### src/rtl/add_issue_queue_pkg.sv
// rtl/add_issue_queue_pkg.sv - shared arithmetic constants and result FSM state type
package add_issue_queue_pkg;

  localparam int unsigned AIQ_WIDTH = 64;
  localparam int unsigned AIQ_DEPTH = 4;
  localparam int unsigned AIQ_TAG_W = 4;

  typedef enum logic {
    ST_EMPTY = 1'b0,
    ST_HELD  = 1'b1
  } res_state_e;

endpackage

### src/rtl/operand_fifo.sv
// rtl/operand_fifo.sv - operand pair FIFO feeding the external adder, head presented combinationally
module operand_fifo
  import add_issue_queue_pkg::*;
#(
  parameter int unsigned WIDTH = AIQ_WIDTH,
  parameter int unsigned DEPTH = AIQ_DEPTH
) (
  input  logic                    clk,
  input  logic                    rst_n,
  input  logic                    i_flush,
  input  logic                    i_push,
  input  logic [WIDTH-1:0]        i_a,
  input  logic [WIDTH-1:0]        i_b,
  input  logic [AIQ_TAG_W-1:0]    i_tag,
  input  logic                    i_pop,
  output logic [WIDTH-1:0]        o_head_a,
  output logic [WIDTH-1:0]        o_head_b,
  output logic [AIQ_TAG_W-1:0]    o_head_tag,
  output logic [$clog2(DEPTH):0]  o_count,
  output logic                    o_full
);

  localparam int unsigned PW = $clog2(DEPTH);
  localparam int unsigned CW = PW + 1;
  localparam logic [PW-1:0] P_ONE = PW'(1);
  localparam logic [CW-1:0] C_ONE = CW'(1);
  localparam logic [CW-1:0] C_DEPTH = CW'(DEPTH);

  logic [WIDTH-1:0]     r_mem_a   [DEPTH];
  logic [WIDTH-1:0]     r_mem_b   [DEPTH];
  logic [AIQ_TAG_W-1:0] r_mem_tag [DEPTH];
  logic [PW-1:0]        r_wr_ptr;
  logic [PW-1:0]        r_rd_ptr;
  logic [CW-1:0]        r_count;
  logic [CW-1:0]        w_count_nxt;
  logic                 w_empty;

  // Storage carries no reset; validity is tracked solely by r_count.
  always_ff @(posedge clk) begin
    if (i_push) begin
      r_mem_a[r_wr_ptr]   <= i_a;
      r_mem_b[r_wr_ptr]   <= i_b;
      r_mem_tag[r_wr_ptr] <= i_tag;
    end
  end

  always_comb begin
    w_count_nxt = r_count;
    case ({i_push, i_pop})
      2'b10:   w_count_nxt = r_count + C_ONE;
      2'b01:   w_count_nxt = r_count - C_ONE;
      default: w_count_nxt = r_count;
    endcase
  end

  always_ff @(posedge clk or negedge rst_n) begin
    if (!rst_n) begin
      r_wr_ptr <= '0;
      r_rd_ptr <= '0;
      r_count  <= '0;
    end else if (i_flush) begin
      r_wr_ptr <= '0;
      r_rd_ptr <= '0;
      r_count  <= '0;
    end else begin
      if (i_push) r_wr_ptr <= r_wr_ptr + P_ONE;
      if (i_pop)  r_rd_ptr <= r_rd_ptr + P_ONE;
      r_count <= w_count_nxt;
    end
  end

  assign w_empty    = (r_count == '0);
  assign o_full     = (r_count == C_DEPTH);
  assign o_count    = r_count;
  assign o_head_a   = w_empty ? '0 : r_mem_a[r_rd_ptr];
  assign o_head_b   = w_empty ? '0 : r_mem_b[r_rd_ptr];
  assign o_head_tag = w_empty ? '0 : r_mem_tag[r_rd_ptr];

endmodule

### src/rtl/add_issue_queue.sv
// rtl/add_issue_queue.sv - issue queue in front of an external adder with a registered result stage
module add_issue_queue
  import add_issue_queue_pkg::*;
#(
  parameter int unsigned WIDTH = AIQ_WIDTH,
  parameter int unsigned DEPTH = AIQ_DEPTH
) (
  input  logic                    clk,
  input  logic                    rst_n,
  input  logic                    flush,
  input  logic                    in_valid,
  output logic                    in_ready,
  input  logic [WIDTH-1:0]        in_a,
  input  logic [WIDTH-1:0]        in_b,
  input  logic [AIQ_TAG_W-1:0]    in_tag,
  output logic [WIDTH-1:0]        add_a,
  output logic [WIDTH-1:0]        add_b,
  input  logic [WIDTH:0]          add_s,
  output logic                    out_valid,
  input  logic                    out_ready,
  output logic [WIDTH:0]          out_sum,
  output logic [AIQ_TAG_W-1:0]    out_tag,
  output logic [$clog2(DEPTH):0]  count,
  output logic [15:0]             carry_cnt
);

  res_state_e             r_state;
  res_state_e             w_state_nxt;
  logic [WIDTH:0]         r_sum;
  logic [AIQ_TAG_W-1:0]   r_tag;
  logic [15:0]            r_carry_cnt;
  logic [AIQ_TAG_W-1:0]   w_head_tag;
  logic [$clog2(DEPTH):0] w_count;
  logic                   w_full;
  logic                   w_push;
  logic                   w_load;
  logic                   w_deliver;

  // in_ready looks only at the current occupancy, so a full queue never accepts even while popping.
  assign in_ready  = !w_full;
  assign w_push    = in_valid && !w_full && !flush;
  assign w_load    = (w_count != '0) && (r_state == ST_EMPTY || out_ready) && !flush;
  assign w_deliver = (r_state == ST_HELD) && out_ready && !flush;

  operand_fifo #(
    .WIDTH (WIDTH),
    .DEPTH (DEPTH)
  ) u_operand_fifo (
    .clk        (clk),
    .rst_n      (rst_n),
    .i_flush    (flush),
    .i_push     (w_push),
    .i_a        (in_a),
    .i_b        (in_b),
    .i_tag      (in_tag),
    .i_pop      (w_load),
    .o_head_a   (add_a),
    .o_head_b   (add_b),
    .o_head_tag (w_head_tag),
    .o_count    (w_count),
    .o_full     (w_full)
  );

  always_ff @(posedge clk or negedge rst_n) begin
    if (!rst_n) r_state <= ST_EMPTY;
    else        r_state <= w_state_nxt;
  end

  always_comb begin
    w_state_nxt = r_state;
    if (flush)                                   w_state_nxt = ST_EMPTY;
    else if (w_load)                             w_state_nxt = ST_HELD;
    else if (r_state == ST_HELD && out_ready)    w_state_nxt = ST_EMPTY;
  end

  always_ff @(posedge clk or negedge rst_n) begin
    if (!rst_n) begin
      r_sum <= '0;
      r_tag <= '0;
    end else if (flush) begin
      r_sum <= '0;
      r_tag <= '0;
    end else if (w_load) begin
      r_sum <= add_s;
      r_tag <= w_head_tag;
    end
  end

  // Flush leaves the carry statistic alone; only reset clears it.
  always_ff @(posedge clk or negedge rst_n) begin
    if (!rst_n) begin
      r_carry_cnt <= '0;
    end else if (w_deliver && r_sum[WIDTH] && r_carry_cnt != 16'hFFFF) begin
      r_carry_cnt <= r_carry_cnt + 16'd1;
    end
  end

  assign out_valid = (r_state == ST_HELD);
  assign out_sum   = r_sum;
  assign out_tag   = r_tag;
  assign count     = w_count;
  assign carry_cnt = r_carry_cnt;

endmodule
### config.mk
export PLATFORM = sky130hd
export DESIGN_NAME = add_issue_queue
export DESIGN_NICKNAME = d
export VERILOG_FILES = /design/src/rtl/add_issue_queue_pkg.sv /design/src/rtl/operand_fifo.sv /design/src/rtl/add_issue_queue.sv
export SDC_FILE = /design/constraint.sdc
export NUM_CORES = 1
export LEC_CHECK = 0
export ABC_AREA = 1
export CORE_ASPECT_RATIO = 1.2
export CORE_MARGIN = 4
export CORE_UTILIZATION = 35
export CTS_BUF_LIST = sky130_fd_sc_hd__clkbuf_8
export CTS_CLUSTER_DIAMETER = 120
export CTS_CLUSTER_SIZE = 12
export DETAILED_ROUTE_END_ITERATION = 16
export GPL_TIMING_DRIVEN = 0
export MAX_ROUTING_LAYER = met4
export PLACE_DENSITY = 0.57
export SLEW_MARGIN = 15
export SYNTH_ARGS = -nofsm -noshare
export SYNTH_HDL_FRONTEND = slang
export SYNTH_HIERARCHICAL = 1
export SYNTH_SLANG_ARGS = --single-unit
### constraint.sdc
create_clock -name clk -period 10.45 [get_ports clk]
set_clock_uncertainty 0.05 [all_clocks]
set_input_delay 2.09 -clock clk [delete_from_list [all_inputs] [get_ports clk]]
set_output_delay 2.09 -clock clk [all_outputs]
set_load 0.02 [all_outputs]
==> results.ini, run 1 <==
[synthesis]
ys_ff_latch = 621
synthFlopType = edfxtp_1
seq_area_frac_synth_pct = 69.3
syn_area_per_cell_um2 = 10.1
synthArstFlopShare_pct = 15.0
netlist_area_um2 = 26200
yosys_warnings = 6
synth_edf_count = 528
synth_cell_types = 29
synth_cells = 2594
syn_nets = 2802

[timing]
slew_viol_final = 0
finalCriticalPeriod_ns = 5.54
setup_viol = 0
rsz0062_at_grt = no
slew_headroom_pct = 34.3
fmax_ghz = 0.180
timing.setup.tns_ns = 0
finalCritPeriodShare_pct = 53.1
finalHoldViolCount = 0
worst_slew_pin_slew_ns = 0.980
fin_worst_hold_slack_ns = 0.423
worst_slack_ns = 4.91

[setup_path]
crit_required_ns = 8.31
slowest_delay_ns = 0.83
end_kind = output port
worst_ep_arrival_time_ns = 3.40
cp_num_cells = 4
start_kind = register
path_cells = nor3_2 > clkbuf_1 > a21oi_1 > clkdlybuf4s50_1
critical_path_class = reg2out
reg2regPathDepth = 9
crit_buf_inv = 2
r2r_end = u_operand_fifo/r_mem_a[3][46]$_DFFE_PP_
slowest_stage = nor3_2
ff2ff_setup_slack_ns = 7.65
r2r-start = u_operand_fifo/o_count[2]$_DFFE_PN0P_
path_delay_family = buffers and inverters
critPathMaxFanout = 10

[worst_hold_path]
hold_class = reg2reg
worstHoldPathCells = 2
min_from = out_sum[58]$_DFFE_PN0P_
min_to = out_sum[58]$_DFFE_PN0P_

[clock_network]
tritoncts = built
ctsResizeCount = 0
htreeDepth = 2
cts_buffers = 57
cts.sinks = 621
post-cts-setup-buffers = 0
clk_pin_slew_ns = 0.09
clk_latency_ns = 0.68
cts-root-buf = clkbuf_8
cts_max_path_buffers = 3
postCtsHoldBufs = 0

[routing]
drc = 0
ant_nets = 0
drt-total-wl_mm = 78.7
vias_per_cell = 4.57
drt_iter0_drc = 1180
num_vias = 18800
drtPass1Iterations = 5
wl_per_cell_um = 19.1

[placed_design]
gp_congestion = 0.864
io_buffers = 419
dpl.hpwl_mm = 51.9
dp_slack_ns = 5.54
place_area_um2 = 31800
dp_cells = 4017

[floorplan]
dieArea_um2 = 79400
io_pins = 420
core_um2 = 73900
die_w_um = 258
row_count = 109
die_height_um = 308
start_util_pct = 35.5

[job]
max_cap_violations = 0

[grt]
grt_pass1_wl_mm = 117
antenna_found_initial = 16
grt.total_usage_pct = 19.8
overflow = 0
grt_max_degree = 75
grt_pass1_vias = 19000

[layout]
final_common_cell = nand2_1
nets = 3285
syn_to_final_growth_pct = 25.1
post-route-util_pct = 44.4
drive_gt1_share_pct = 6.31
layout_common_cells = nand2_1 (810), nor2_1 (549), edfxtp_1 (528), clkdlybuf4s50_1 (418), inv_1 (317)
stdcell_count = 4121
postLayoutCellArea_um2 = 32800

[power_and_ir_drop]
p_leak_nw = 13.3
power_density_nw_per_um2 = 223
p_total_mw = 7.32
peakVddDrop_mv = 0.133

[status]
status = complete, no violations

## worst max path at each step
stage                                     startpoint                                       to  slack [ns]
6_report       u_operand_fifo/o_count[0]$_DFFE_PN0P_                                 add_a[0]        4.91
5_1_grt        u_operand_fifo/o_count[0]$_DFFE_PN0P_                                 add_a[0]        4.68
4_1_cts        u_operand_fifo/o_count[0]$_DFFE_PN0P_                                 add_a[0]        4.74
3_5_place_dp   u_operand_fifo/o_count[0]$_DFFE_PN0P_                                 add_a[0]        5.54
3_3_place_gp                                   flush  u_operand_fifo/r_mem_b[3][40]$_DFFE_PP_        1.52
2_1_floorplan                               in_valid   u_operand_fifo/r_mem_a[0][0]$_DFFE_PP_        4.93
## synth_stat cells (2+ instances only)
| master | count | area (um^2) |
|---|---|---|
| a21oi_1 | 133 | 666 |
| buf_2 | 63 | 315 |
| buf_4 | 34 | 255 |
| buf_6 | 4 | 45.0 |
| clkbuf_1 | 17 | 63.8 |
| dfrtp_1 | 93 | 2330 |
| edfxtp_1 | 528 | 15900 |
| ha_1 | 5 | 62.6 |
| inv_1 | 292 | 1100 |
| inv_2 | 4 | 15.0 |
| nand2_1 | 810 | 3040 |
| nand2_2 | 6 | 37.5 |
| nand3_1 | 11 | 55.1 |
| nand3b_1 | 2 | 15.0 |
| nand4_1 | 10 | 62.6 |
| nor2_1 | 549 | 2060 |
| nor2_2 | 4 | 25.0 |
| nor2_4 | 3 | 33.8 |
| o21ai_0 | 10 | 50.1 |
| o21ai_2 | 4 | 35.0 |
| xnor2_1 | 4 | 35.0 |
## report_power, final
group	switching (mW)	internal (mW)
logic	1.88	1.13
clock network	0.813	0.513
registers	0.0977	2.88
## layer usage
layer,track usage (%),wire (um),vias up
met1,23.9,32100,8970
met2,34.0,39000,604
met3,4.06,5300,112
met4,5.77,2230,0
li1,-,-,9145
met5,-,0,-
## cell type report
cell class / instances / area (um^2)
Fill cell: 7068 / 41100
Sequential cell: 621 / 18200
Multi-Input combinational cell: 1558 / 6250
Timing Repair Buffer: 424 / 4330
Tap cell: 999 / 1250
Inverter: 297 / 1140
Clock buffer: 58 / 798
Buffer: 118 / 679
Clock inverter: 32 / 146
Antenna cell: 14 / 35.0
## worst register-to-register path, cell delays in order, from the launching register on
cell and delay, ns:
dfrtp_1 0.48, inv_1 0.11, nor3_1 0.05, inv_1 0.15, nand2_1 0.14, nor2_1 0.11
buf_2 0.21, nand2_1 0.16, inv_8 0.45, buf_16 0.44
## logic make-up (layout without fill, tap and decap cells)
| logic type | after synthesis | in the layout | synth area share [%] |
|---|---|---|---|
| simple gates | 1398 | 1398 | 20.4 |
| other cells | 0 | 14 | 0 |
| buf+inv | 415 | 929 | 6.84 |
| flops | 621 | 621 | 69.3 |
| compound gates | 149 | 149 | 2.92 |
| xor+xnor | 5 | 5 | 0.167 |
| fa+ha+maj | 6 | 6 | 0.315 |
## flip-flops by register name (all words and copies together), names as in the netlist
name / flops
u_operand_fifo/r_rd_ptr: 2
u_operand_fifo/r_mem_b: 256
out_tag: 4
carry_cnt: 16
u_operand_fifo/o_count: 3
u_operand_fifo/r_mem_a: 256
out_sum: 65
u_operand_fifo/r_wr_ptr: 2
u_operand_fifo/r_mem_tag: 16
out_valid: 1
(Power assumes the default switching activity.)
==> inputs of run 2 (changes only) <==
Clock period 10.45 ns to 5.38 ns, I/O delays scaled along.
==> results of run 2 <==
The final DEF is identical to that of run 1. Status: complete, no violations.
Main changes from that run: setup slack after placement 5.54 ns -> 1.49 ns; setup slack after layout 4.91 ns -> 0.850 ns; hold slack 0.423 ns -> 0.210 ns; register-to-register setup slack 7.65 ns -> 2.58 ns; total power 7.32 mW -> 14.2 mW; worst IR drop on VDD 0.133 mV -> 0.258 mV
==> inputs of run 3 (changes only) <==
Clock period 5.38 ns to 4.7 ns, I/O delays scaled along.
==> run 3 against run 2 <==
Design area is essentially flat. Critical path depth stayed put. Worst hold slack improved by 0.21 ns. Die area unchanged. First-iteration DRC count up 6.5%. Setup slack worse by 0.53 ns. Clock power increased by 14%. Combinational power rose by 14%. Global-route usage stayed put. Sequential power increased by 14%. Largest cell class unchanged. Largest power group unchanged. Highest routed layer unchanged.
==> results.ini, run 3 (synthesis results as in run 1) <==
[power_and_ir_drop]
swShare_pct = 38.1
pwr-share-comb_pct = 41.2
p_leak_nw = 13.3
power_density_nw_per_um2 = 496
power_frac_seq_pct = 40.7
peakVddDrop_mv = 0.297
p_total_mw = 16.3
internal_power_mw = 10.1
p_clk_share_pct = 18.1
switchingPower_mw = 6.21

[timing]
worst_slew_pin_slew_ns = 0.963
finalHoldViolCount = 0
timing.setup.tns_ns = 0
worst_slack_ns = 0.317
slew_viol_final = 0
setup_viol = 0
fmax_ghz = 0.228
rsz0062_at_grt = no
finalCritPeriodShare_pct = 93.3
finalCriticalPeriod_ns = 4.38
slew_headroom_pct = 35.4

[routing]
ant_nets = 0
drt-total-wl_mm = 78.7
wl_per_cell_um = 19.1
num_vias = 18900
drt_iter0_drc = 1257
vias_per_cell = 4.58
drtPass1Iterations = 5
drc = 0

[worst_hold_path]
min_to = out_sum[58]$_DFFE_PN0P_
hold_class = reg2reg
min_from = out_sum[58]$_DFFE_PN0P_
worstHoldPathCells = 2

[layout]
layout_common_cells = nand2_1 (810), nor2_1 (549), edfxtp_1 (528), clkdlybuf4s50_1 (418), inv_1 (317)
drive_gt1_share_pct = 6.30
syn_to_final_growth_pct = 25.2
final_common_cell = nand2_1
post-route-util_pct = 44.4
nets = 3286
stdcell_count = 4122

[status]
status = complete, no violations

[grt]
antenna_found_initial = 16
grt_pass1_wl_mm = 117
overflow = 0
grt.total_usage_pct = 19.8
grt_max_degree = 75
grt_pass1_vias = 19000

[clock_network]
clk_pin_slew_ns = 0.09
cts.sinks = 621
ctsResizeCount = 0
htreeDepth = 2
tritoncts = built
cts-root-buf = clkbuf_8
post-cts-setup-buffers = 0
postCtsHoldBufs = 1
clk_latency_ns = 0.68
cts_max_path_buffers = 3
cts_buffers = 57

[placed_design]
dp_cells = 4017
dp_slack_ns = 0.942
io_buffers = 419
gp_congestion = 0.864
dpl.hpwl_mm = 51.9

[setup_path]
r2r-start = u_operand_fifo/o_count[2]$_DFFE_PN0P_
reg2regPathDepth = 9
ff2ff_setup_slack_ns = 1.93
crit_required_ns = 3.71
worst_ep_arrival_time_ns = 3.39
critical_path_class = reg2out
end_kind = output port
start_kind = register
critPathMaxFanout = 10
cp-startpoint = u_operand_fifo/o_count[0]$_DFFE_PN0P_
r2r_end = u_operand_fifo/r_mem_a[3][45]$_DFFE_PP_

[floorplan]
core_um2 = 73900
io_pins = 420
start_util_pct = 35.5
dieArea_um2 = 79400
die_w_um = 258
row_count = 109
die_height_um = 308

[job]
max_cap_violations = 0

[run 3: changes by cell type in the layout (fill, tap and decap cells not counted), sizes merged]
cell and change:
dlygate4sd3 +1
[run 3: final cells by class]
type / count / area, um^2
diodes: 14 / 35.0
well taps: 999 / 1250
clock buffers: 58 / 798
multi-input cells: 1558 / 6250
repair buffers: 425 / 4340
plain buffers: 118 / 679
fillers: 7067 / 41100
inverters: 297 / 1140
clock inverters: 32 / 146
flip-flops and latches: 621 / 18200
[run 3: how the worst max path moves through the flow]
stage,slack (ns),endpoint,depth (start not counted)
floorplan,0.33,u_operand_fifo/r_mem_a[0][0]$_DFFE_PP_,5
global placement,-3.08,u_operand_fifo/r_mem_b[3][40]$_DFFE_PP_,5
detailed placement,0.94,add_a[0],4
CTS,0.14,add_a[0],4
global route,0.08,add_a[0],4
finish,0.32,add_a[0],4
[run 3: routing by layer]
metal | routed length, um | share of wire, % | track usage [%]
met5 | 0 | 0 | -
met1 | 32300 | 41 | 23.9
met4 | 2240 | 2.8 | 5.77
met3 | 5180 | 6.6 | 4.05
met2 | 39000 | 50 | 34.0
[run 3: power by group through the flow]
stage | registers (mW) | logic (mW) | clock network (mW)
2_1_floorplan | 7.02 | 3.11 | 0
3_3_place_gp | 6.77 | 6.79 | 0
3_5_place_dp | 6.75 | 6.82 | 0
4_1_cts | 6.62 | 6.85 | 3.10
5_1_grt | 6.67 | 7.25 | 3.29
6_report | 6.62 | 6.70 | 2.94
[run 3: critical path, stage by stage, from the launching register on]
cell             delay (ns)
dfrtp_1                0.48
nor3_2                 0.82
clkbuf_1               0.54
a21oi_1                0.09
clkdlybuf4s50_1        0.77
[run 3: through the flow]
| step | hold slack, ns | area [um^2] |
|---|---|---|
| 4_1_cts | 0.430 | 32800 |
| 3_3_place_gp | 0.402 | 31700 |
| 6_report | 0.423 | 32800 |
| 3_5_place_dp | 0.409 | 31800 |
| 5_1_grt | 0.452 | 32800 |
| 2_1_floorplan | 0.529 | 26200 |
